**src/rtl/vpu_bram_line_reader.sv**
```systemverilog
// Burst reader for one BRAM read port: issues reads for a contiguous address run and
// re-times the 1-cycle read latency into a valid/ready stream through a 2-entry skid FIFO.
module vpu_bram_line_reader #(
    parameter int unsigned ADDR_W = 8,
    parameter int unsigned DATA_W = 8,
    parameter int unsigned LEN_W  = 9
) (
    input  logic              clk,
    input  logic              rst,
    input  logic              start,
    input  logic [ADDR_W-1:0] base_addr,
    input  logic [LEN_W-1:0]  length,
    output logic              busy,
    output logic              done,
    output logic              mem_en,
    output logic [ADDR_W-1:0] mem_addr,
    input  logic [DATA_W-1:0] mem_rdata,
    output logic              out_valid,
    input  logic              out_ready,
    output logic [DATA_W-1:0] out_data,
    output logic              out_last
);

    typedef enum logic [1:0] {
        IDLE  = 2'd0,
        RUN   = 2'd1,
        DRAIN = 2'd2,
        DONE  = 2'd3
    } state_t;

    state_t            state;
    logic [LEN_W-1:0]  remaining;
    logic              inflight;
    logic              inflight_last;

    // Second FIFO slot; the head slot is the out_* register set itself.
    logic              t_valid;
    logic              t_last;
    logic [DATA_W-1:0] t_data;

    logic              pop;
    logic              issue_last;
    logic [1:0]        occ;

    logic              h_valid_n;
    logic              h_last_n;
    logic [DATA_W-1:0] h_data_n;
    logic              t_valid_n;
    logic              t_last_n;
    logic [DATA_W-1:0] t_data_n;

    assign pop = out_valid & out_ready;

    // Read issue: only when the word can be guaranteed a FIFO slot on return.
    always_comb begin
        occ        = 2'(out_valid) + 2'(t_valid) + 2'(inflight) - 2'(pop);
        mem_en     = (state == RUN) && (remaining != '0) && (occ < 2'd2);
        issue_last = mem_en && (remaining == LEN_W'(1));
    end

    // FIFO next state: pop shifts tail into head, then returning data fills the first free slot.
    always_comb begin
        h_valid_n = out_valid;
        h_data_n  = out_data;
        h_last_n  = out_last;
        t_valid_n = t_valid;
        t_data_n  = t_data;
        t_last_n  = t_last;
        if (pop) begin
            h_valid_n = t_valid;
            h_data_n  = t_data;
            h_last_n  = t_last;
            t_valid_n = 1'b0;
        end
        if (inflight) begin
            if (!h_valid_n) begin
                h_valid_n = 1'b1;
                h_data_n  = mem_rdata;
                h_last_n  = inflight_last;
            end else begin
                t_valid_n = 1'b1;
                t_data_n  = mem_rdata;
                t_last_n  = inflight_last;
            end
        end
    end

    always_ff @(posedge clk) begin
        if (rst) begin
            state         <= IDLE;
            busy          <= 1'b0;
            done          <= 1'b0;
            mem_addr      <= '0;
            remaining     <= '0;
            inflight      <= 1'b0;
            inflight_last <= 1'b0;
            out_valid     <= 1'b0;
            out_data      <= '0;
            out_last      <= 1'b0;
            t_valid       <= 1'b0;
            t_data        <= '0;
            t_last        <= 1'b0;
        end else begin
            done          <= 1'b0;
            inflight      <= mem_en;
            inflight_last <= issue_last;
            out_valid     <= h_valid_n;
            out_data      <= h_data_n;
            out_last      <= h_last_n;
            t_valid       <= t_valid_n;
            t_data        <= t_data_n;
            t_last        <= t_last_n;

            if (mem_en) begin
                mem_addr  <= mem_addr + ADDR_W'(1);
                remaining <= remaining - LEN_W'(1);
            end

            case (state)
                IDLE: begin
                    if (start) begin
                        mem_addr  <= base_addr;
                        remaining <= length;
                        busy      <= 1'b1;
                        if (length == '0) begin
                            state <= DONE;
                            done  <= 1'b1;
                        end else begin
                            state <= RUN;
                        end
                    end
                end
                RUN: begin
                    if (issue_last) begin
                        state <= DRAIN;
                    end
                end
                DRAIN: begin
                    if (pop && out_last) begin
                        state <= DONE;
                        done  <= 1'b1;
                    end
                end
                DONE: begin
                    state <= IDLE;
                    busy  <= 1'b0;
                end
                default: begin
                    state <= IDLE;
                    busy  <= 1'b0;
                end
            endcase
        end
    end

endmodule

```
**config.mk**
```make
export PLATFORM = sky130hd
export DESIGN_NAME = vpu_bram_line_reader
export DESIGN_NICKNAME = d
export VERILOG_FILES = /design/src/rtl/vpu_bram_line_reader.sv
export SDC_FILE = /design/constraint.sdc
export NUM_CORES = 1
export LEC_CHECK = 0
export CAP_MARGIN = 10
export CORE_ASPECT_RATIO = 1.5
export CORE_MARGIN = 3
export CORE_UTILIZATION = 44
export DETAILED_ROUTE_END_ITERATION = 7
export DONT_BUFFER_PORTS = 1
export MAX_ROUTING_LAYER = met4
export PLACE_DENSITY = 0.61
export SYNTH_ARGS = -nofsm -noshare
export SYNTH_HDL_FRONTEND = slang
export SYNTH_SLANG_ARGS = --single-unit
export TNS_END_PERCENT = 5
```
**constraint.sdc**
```tcl
create_clock -name clk -period 2.7 [get_ports clk]
set_input_delay 0.27 -clock clk [delete_from_list [all_inputs] [get_ports clk]]
set_output_delay 0.27 -clock clk [all_outputs]
set_load 0.01 [all_outputs]
```
* Yosys cells after proc, flatten, opt, wreduce, memory -nomap -nowiden *
Cells that the tools add are included.
W data, S select, Z words.

word-level totals
  register bits after elaboration = 43
  bits in latches = 0
  memory bits (writable) = 0
  bits in read-only memories = 0
  logic and storage cells = 66
  memories kept = 0

operators by class
  add/sub/neg operators = 5
  $mul = 0
  divide/modulo/power cells = 0
  order comparisons = 1
  equality and inequality tests = 7
  shifts and indexed selects = 0
  multiplexer cells = 28
  bitwise logic cells = 1
  reduce and logical (&&, ||, !) cells = 11

operators with widths
  kind                   count
  $mux W8                6
  $mux W9                3
  $mux W1                12
  $eq A9 B1 Y1 const B   1
  $logic_not A9 Y1       1
  $reduce_bool A9 Y1     1
  $sub A9 B1 Y9 const B  1
  $add A8 B1 Y8 const B  1
  $mux W2                4
  $pmux W2 S4            1
  $ne A2 B2 Y1 const B   3
  $eq A2 B2 Y1 const B   2
  $logic_and A1 B1 Y1    4
  $pmux W1 S2            2
  $reduce_and A2 Y1      2
  $reduce_and A3 Y1      1
  $add A1 B1 Y2          1
  $add A2 B1 Y2          1
  $eq A2 B1 Y1 const B   1
  $logic_not A2 Y1       1
  $lt A2 B2 Y1 const B   1
  $reduce_bool A2 Y1     1
  $sub A2 B1 Y2          1
  $and A1 B1 Y1          1

* Logic depth before layout (Yosys ltp) *
Gate-level depths: netlist (run 1).

  depth in word-level cells = 8
  mapped depth = 11

* Least setup slack after synthesis (run 1) *
No wires, ideal clock.

  path type = register to register
  from = reg out_valid
  to = reg remaining[4]
  arrival time = 2.418 ns
  slack = 0.144 ns
  cell stages (with the launch flop) = 12
  path buffers = 1
  period minus slack after synthesis = 2.556 ns
  cells stage by stage = dfxtp_1 -> nand2_1 -> inv_1 -> clkbuf_1 -> ha_1 -> inv_1 -> ha_1 -> a21oi_2 -> mux2_2 -> nand3_1 -> mux2i_1 -> a211oi_1

between the ends
  cells in the longest elaborated chain, start to end = 8

ends and longest elaborated chain
  what                     RTL line  source
  start, declared          18        output logic out_valid,
  start signal, assigned   107       out_valid <= h_valid_n;
  $add A1 B1 Y2            56        occ = 2'(out_valid) + 2'(t_valid) + 2'(inflight) - 2'(pop);
  $add A2 B1 Y2            56
  $sub A2 B1 Y2 (*)        56
  $lt A2 B2 Y1 (*)         57        mem_en = (state == RUN) && (remaining != '0) && (occ < 2'd2);
  $logic_and A1 B1 Y1 (*)  57
  $mux W9 (*)              114       if (mem_en) begin
  $mux W9                  121       if (start) begin
  $mux W9 (*)              119       case (state)
  end signal, assigned     116       remaining <= remaining - LEN_W'(1);
  end signal, assigned     123       remaining <= length;
  end, declared            32        logic [LEN_W-1:0] remaining;

Mark *: on every way between the ends. The rest lies on a longest branch, timed or not.
A chain may end at the register's enable or synchronous reset.

* Worst setup path after layout (run 1) *
  from = reg out_valid
  to = out mem_en

between the ends
  cells in the longest elaborated chain, start to end = 5

ends and longest elaborated chain
  what                     RTL line  source
  $add A1 B1 Y2            56
  $add A2 B1 Y2            56
  $sub A2 B1 Y2 (*)        56
  $lt A2 B2 Y1 (*)         57
  $logic_and A1 B1 Y1 (*)  57
  end, declared            15        output logic mem_en,

Marks and branches as above.

==> results of run 1 <==
state kept, by name, indices dropped and copies added, names as in the netlist:
| name | flops |
|---|---|
| remaining | 9 |
| mem_addr | 8 |
| out_data | 8 |
| t_data | 8 |
| state | 2 |
| busy | 1 |
| done | 1 |
| inflight | 1 |
| inflight_last | 1 |
| out_last | 1 |
| out_valid | 1 |
| t_last | 1 |
| t_valid | 1 |
routing by layer:
layer / vias to the layer above / part of all wire / global-route usage
met4: 0 / 0.019 / 0.0613
met3: 8 / 0.060 / 0.0388
met2: 48 / 0.49 / 0.284
met5: - / 0 / -
met1: 815 / 0.43 / 0.203
li1: 888 / - / -
kinds of logic after synthesis:
family,count (synthesis),synth area share
XOR/XNOR,14,0.0560
flip-flops,43,0.393
AO/OA/AOI/OAI,40,0.144
multiplexers,13,0.0600
buffers and inverters,24,0.0452
AND/OR/NAND/NOR,110,0.244
adder cells (fa/ha/maj),10,0.0572
synth_stat cells (2+ instances only):
cell type and instances:
dfxtp_1 43, nor2_1 43, nand4_1 5, a311oi_2 2, mux2i_1 12, a211oi_1 14, ha_1 10, xnor2_1 6
nor2b_1 3, nand3_1 11, a311oi_1 11, inv_1 10, o21ai_0 3, clkbuf_1 12, nor3_1 4, a21oi_1 7
nand2_1 28, xor2_1 8, nor4_1 5, and2_1 2
critical path: stages, from the launching register on:
cell,delay [ns]
dfxtp_1,0.32
nand2_1,0.08
inv_1,0.06
ha_1,0.26
inv_1,0.04
ha_1,0.27
a21oi_2,0.22
mux2_2,0.48
nand2_8,0.13
inv_1,0.10
area by class of cell:
cell class | instances | area [um2] | share of cell area
multi-input combinational | 187 | 1230 | 0.529
sequential | 43 | 861 | 0.371
tap | 64 | 80.1 | 0.0345
clock buffer | 6 | 72.6 | 0.0312
inverter | 10 | 37.5 | 0.0162
timing repair buffer | 4 | 30.0 | 0.0129
clock inverter | 2 | 12.5 | 0.00539
metrics by stage:
stage	cells	instance area (um2)	setup slack, ns	util
floorplan	254	2190	0.144	-
global placement	308	2240	0.386	0.481
detailed placement	308	2240	0.337	0.481
CTS	316	2320	0.166	0.499
global route	316	2320	0.0205	0.499
finish	316	2320	0.180	0.499
power by group through the flow:
stage	Clock, uW	Combinational (uW)	Sequential (uW)
final	406	824	968
after global routing	442	950	991
after CTS	422	834	969
after detailed placement	0	829	981
after global placement	0	821	982
after floorplan	0	710	947
final timing paths:
path / endpoint / slack, ns / depth (start not counted)
worst min register to register: out_data[0] / 0.47 / 2
worst max-delay path: mem_en / 0.18 / 9
worst max register to register: mem_addr[5] / 0.33 / 10
worst min-delay path: busy / 0.04 / 1
==> results.py, run 1 <==
metrics = {
    "run_status": {
        "outcome": "complete, no violations",
    },
    "clock_tree": {
        "hold_buffers": 0,
        "cts_buffer_depth": 2,
        "clk_pin_slew_ns": 0.09,
        "clk_latency_ns": 0.30,
        "cts_tree": "yes",
        "h-tree-depth": 2,
        "cts_setup_buffers": 0,
        "cts-root-buf": "clkbuf_8",
        "cts.sinks": 43,
        "numCtsBuffers": 5,
        "postCtsResizedCells": 0,
    },
    "global_routing": {
        "grt_overflow_total": 0,
        "grt_pass1_vias": 1703,
        "grt_max_degree": 44,
        "antenna_found_initial": 0,
        "groute.usage.overall": 0.172,
        "grt_pass1_wl_mm": 7.93,
    },
    "critical_path": {
        "crit_arrival_ns": 2.25,
        "critPathRequiredTime_ns": 2.43,
        "cp-startpoint": "out_valid",
        "critPathCaptureType": "primary output",
        "startpoint_type": "flip-flop",
        "r2r_start": "out_valid",
        "critical_path.max_fanout": 10,
        "worstSetupPathType": "flip-flop to primary output",
    },
    "hold_path": {
        "hp-class": "input port to flip-flop",
        "hold_start": "rst",
    },
    "floorplan": {
        "pin_count": 50,
        "chipHeight_um": 92.4,
        "std_cell_rows": 30,
        "core_mm2": 0.00465,
        "start_util": 0.470,
        "dieArea_mm2": 0.00587,
        "die_x_um": 63.6,
    },
    "logic_synthesis": {
        "syn_area_per_cell_um2": 8.62,
        "netlist.area_leader.share": 0.393,
        "ys_seq_elements": 43,
        "yosys_warnings": 0,
        "yosysTopAreaCell": "dfxtp_1",
        "async_flop_share": 0,
        "ys_types": 35,
        "synth_ff_type": "dfxtp_1",
        "synth.area.top_cells": "dfxtp_1 39%, nor2_1 7.4%, ha_1 5.7%, mux2i_1 5.5%, a211oi_1 4.8%",
        "syn-cell-area_mm2": 0.00219,
        "ys_seq_area_frac": 0.393,
        "synth_fp_nets": 293,
        "synthCells": 254,
        "synth-edff-count": 0,
    },
    "layout": {
        "fillers": 495,
        "antenna_cells": 0,
        "nets": 290,
        "area_growth_pct": 6.12,
        "mostFrequentLayoutCells": "43 x nor2_1, 43 x dfxtp_1, 28 x nand2_1",
        "layout-drive-gt1-share": 0.0833,
    },
    "timing": {
        "setup_viol": 0,
        "fmax_ghz": 0.397,
        "worst_slew_pin_slew_ns": 0.629,
        "hold_violations": 0,
        "finalCriticalPeriod_ns": 2.52,
        "finClkSkew_ns": 0.00841,
        "slew_viol_final": 0,
        "rsz0062_at_grt": "no",
        "relSlewSlack": 0.577,
        "holdWs_ns": 0.0374,
        "setup-tns-final_ns": 0,
        "fin_crit_sh": 0.933,
    },
    "power_and_ir_drop": {
        "p_int_uw": 1300,
        "p_switching_uw": 896,
        "vdd_drop_max_mv": 0.471,
        "power.density_mw_per_mm2": 946,
        "pwr-share-seq": 0.440,
        "pwr-share-comb": 0.375,
        "p_sw_frac": 0.408,
        "power_uw": 2200,
        "leakagePower_uw": 0.000901,
        "clockPowerShare": 0.185,
    },
    "routing": {
        "avgViaCountPerCell": 5.57,
        "drc": 0,
        "detail_route.wl_per_cell_um": 14.5,
        "first_iter_violations": 109,
        "finalWirelength_mm": 4.57,
        "firstDrtPassIters": 4,
        "ant_nets": 0,
        "vias": 1759,
    },
    "flow_run": {
        "max_cap_violations": 0,
    },
    "placed_design": {
        "gp_congestion": 0.750,
        "hpwlAfterDp_mm": 3.22,
        "io_buffers": 0,
    },
}
(Power assumes the default switching activity.)
==> inputs of run 2 (changes only) <==
Settings changed: ABC_AREA from default to 1, SLEW_MARGIN from default to 30.
==> run 2 against run 1 <==
  * Largest cell class unchanged
  * Global-route usage grew 1.4 points
  * Non-clock buffer count grew 2
  * Critical path type unchanged
  * Hold slack gained 0.00096 ns
==> results.py, run 2 <==
metrics = {
    "logic_synthesis": {
        "netlist.area_leader.share": 0.363,
        "synth_commonest_cells": "94 x nand2_1, 51 x nor2_1, 43 x dfxtp_1",
        "ys_seq_area_frac": 0.363,
        "syn-cell-area_mm2": 0.00237,
        "yosys_warnings": 0,
        "synth-edff-count": 0,
        "async_flop_share": 0,
        "ys_seq_elements": 43,
        "synth.area.top_cells": "dfxtp_1 36%, nand2_1 15%, nor2_1 8.1%, nand3_1 6.8%, inv_1 6.7%",
        "synth_ff_type": "dfxtp_1",
        "post-synth-top-count-cell": "nand2_1",
        "yosysTopAreaCell": "dfxtp_1",
        "syn_area_per_cell_um2": 6.67,
        "ys_types": 27,
        "synthCells": 355,
        "synth_fp_nets": 394,
    },
    "layout": {
        "instances_no_fill": 423,
        "layout_commonest_cell": "nand2_1",
        "largest-register": "remaining",
        "seqCellArea_um2": 862,
        "antenna_cells": 0,
        "nets": 393,
        "largest_reg_flops": 9,
        "layout-drive-gt1-share": 0.0648,
        "fillers": 539,
        "area_growth_pct": 6.66,
        "mostFrequentLayoutCells": "94 x nand2_1, 51 x nor2_1, 42 x inv_1, 42 x dfxtp_1, 32 x nand3_1",
        "multi_input_area_mm2": 0.00128,
    },
    "timing": {
        "fmax_ghz": 0.399,
        "slew_viol_final": 0,
        "relSlewSlack": 0.669,
        "finClkSkew_ns": 0.00686,
        "setup_viol": 0,
        "fin_crit_sh": 0.928,
        "finalCriticalPeriod_ns": 2.51,
        "setup-tns-final_ns": 0,
        "rsz0062_at_grt": "no",
        "worst_slew_pin_slew_ns": 0.496,
        "hold_violations": 0,
    },
    "critical_path": {
        "startpoint_type": "flip-flop",
        "r2r_start": "out_valid",
        "timing.rr.end": "remaining[2]",
        "crit_arrival_ns": 2.24,
        "ff2ff_setup_slack_ns": 0.51,
        "critical_path.max_fanout": 13,
        "critPathCaptureType": "primary output",
        "reg2regPathDepth": 15,
        "worstSetupPathType": "flip-flop to primary output",
        "critPathRequiredTime_ns": 2.43,
    },
    "clock_tree": {
        "hold_buffers": 0,
        "cts_tree": "yes",
        "clk_latency_ns": 0.30,
        "numCtsBuffers": 5,
        "cts_buffer_depth": 2,
        "cts.sinks": 43,
        "clk_pin_slew_ns": 0.09,
        "cts_setup_buffers": 0,
        "postCtsResizedCells": 0,
        "h-tree-depth": 2,
        "cts-root-buf": "clkbuf_8",
    },
    "power_and_ir_drop": {
        "power.density_mw_per_mm2": 986,
        "p_sw_frac": 0.446,
        "leakagePower_uw": 0.00116,
        "pwr-share-seq": 0.401,
        "p_int_uw": 1380,
        "clockPowerShare": 0.168,
        "vdd_drop_max_mv": 0.394,
        "p_switching_uw": 1110,
        "pwr-share-comb": 0.431,
    },
    "floorplan": {
        "start_util": 0.459,
        "pin_count": 50,
        "die_x_um": 65.9,
        "chipHeight_um": 95.9,
        "dieArea_mm2": 0.00632,
        "core_mm2": 0.00516,
        "std_cell_rows": 32,
    },
    "routing": {
        "detail_route.wl_per_cell_um": 13.0,
        "finalWirelength_mm": 5.49,
        "ant_nets": 0,
        "drc": 0,
        "vias": 2125,
        "firstDrtPassIters": 4,
        "first_iter_violations": 115,
        "avgViaCountPerCell": 5.02,
    },
    "global_routing": {
        "antenna_found_initial": 0,
        "grt_use_met2": 0.325,
        "grt_max_degree": 36,
        "busiest_layer": "met2",
        "grt_util_met1": 0.208,
        "use_met3": 0.0397,
        "grt_pass1_vias": 1975,
        "grt_overflow_total": 0,
        "grt_pass1_wl_mm": 8.85,
        "groute.usage.overall": 0.186,
    },
    "hold_path": {
        "hold_start": "rst",
        "hp-class": "input port to flip-flop",
        "hold_end": "inflight",
        "hold_depth": 1,
    },
    "placed_design": {
        "io_buffers": 0,
        "dp.cells": 414,
        "hpwlAfterDp_mm": 3.84,
        "gp_congestion": 0.857,
    },
    "run_status": {
        "outcome": "complete, no violations",
    },
    "flow_run": {
        "max_cap_violations": 0,
    },
}
## run 2: cell types whose count changed after synthesis, moves of 7 or more
cell / delta
a21oi_1: +10
nand2_1: +66
mux2i_1: -12
nor2_1: +8
o21ai_1: +7
nand3_1: +21
a311oi_1: -8
inv_1: +32
a211oi_1: -14
## run 2: worst max path at each step
| stage | start | end | depth (start not counted) |
|---|---|---|---|
| floorplan | out_valid | remaining[5] | 15 |
| global placement | out_valid | mem_en | 11 |
| detailed placement | out_valid | mem_en | 11 |
| CTS | out_valid | mem_en | 11 |
| global route | out_valid | mem_en | 11 |
| finish | out_valid | mem_en | 11 |
## run 2: cell type report
cell class,instances,share of cell area
timing repair buffer,6,0.0178
tap,68,0.0337
clock inverter,3,0.00792
multi-input combinational,255,0.506
inverter,43,0.0659
sequential,43,0.341
clock buffer,5,0.0272
## run 2: power groups by stage
| stage | logic, uW | registers [uW] | clock network, uW |
|---|---|---|---|
| floorplan | 919 | 967 | 0 |
| global placement | 1040 | 1010 | 0 |
| detailed placement | 1050 | 1010 | 0 |
| CTS | 1060 | 1000 | 436 |
| global route | 1230 | 1030 | 457 |
| finish | 1070 | 999 | 419 |
## run 2: kinds of logic (layout without fill, tap and decap cells)
logic type | Yosys count | in the layout | share of synthesized area
fa+ha+maj | 10 | 10 | 0.0528
simple gates | 191 | 192 | 0.338
flops | 43 | 43 | 0.363
xor+xnor | 11 | 11 | 0.0438
compound gates | 42 | 42 | 0.0977
buf+inv | 58 | 57 | 0.104
## run 2: layer usage
layer  share of wire  wire length (um)
met5               0                 0
met4           0.014                76
met3           0.055               301
met2            0.50              2760
met1            0.43              2350
## run 2: metrics by stage
| stage | setup WS [ns] | hold WS, ns | instance area (um2) | power [uW] | util |
|---|---|---|---|---|---|
| after floorplan | 0.575 | 0.435 | 2370 | 1890 | - |
| after detailed placement | 0.376 | 0.348 | 2410 | 2060 | 0.467 |
| after CTS | 0.0365 | 0.0196 | 2500 | 2490 | 0.484 |
| after global placement | 0.431 | 0.346 | 2410 | 2050 | 0.467 |
| final | 0.194 | 0.0383 | 2530 | 2490 | 0.489 |
| after global routing | 0.0274 | 0.0163 | 2530 | 2720 | 0.489 |
## run 2: worst max-delay path, cell delays in order (launching register included)
cell and delay, ns:
dfxtp_2 0.36, nand2_1 0.09, inv_1 0.06, ha_1 0.27, inv_1 0.04, ha_1 0.26
nand2_1 0.07, nand2_1 0.11, xnor2_4 0.23, nand2_4 0.17, inv_6 0.15, buf_4 0.13
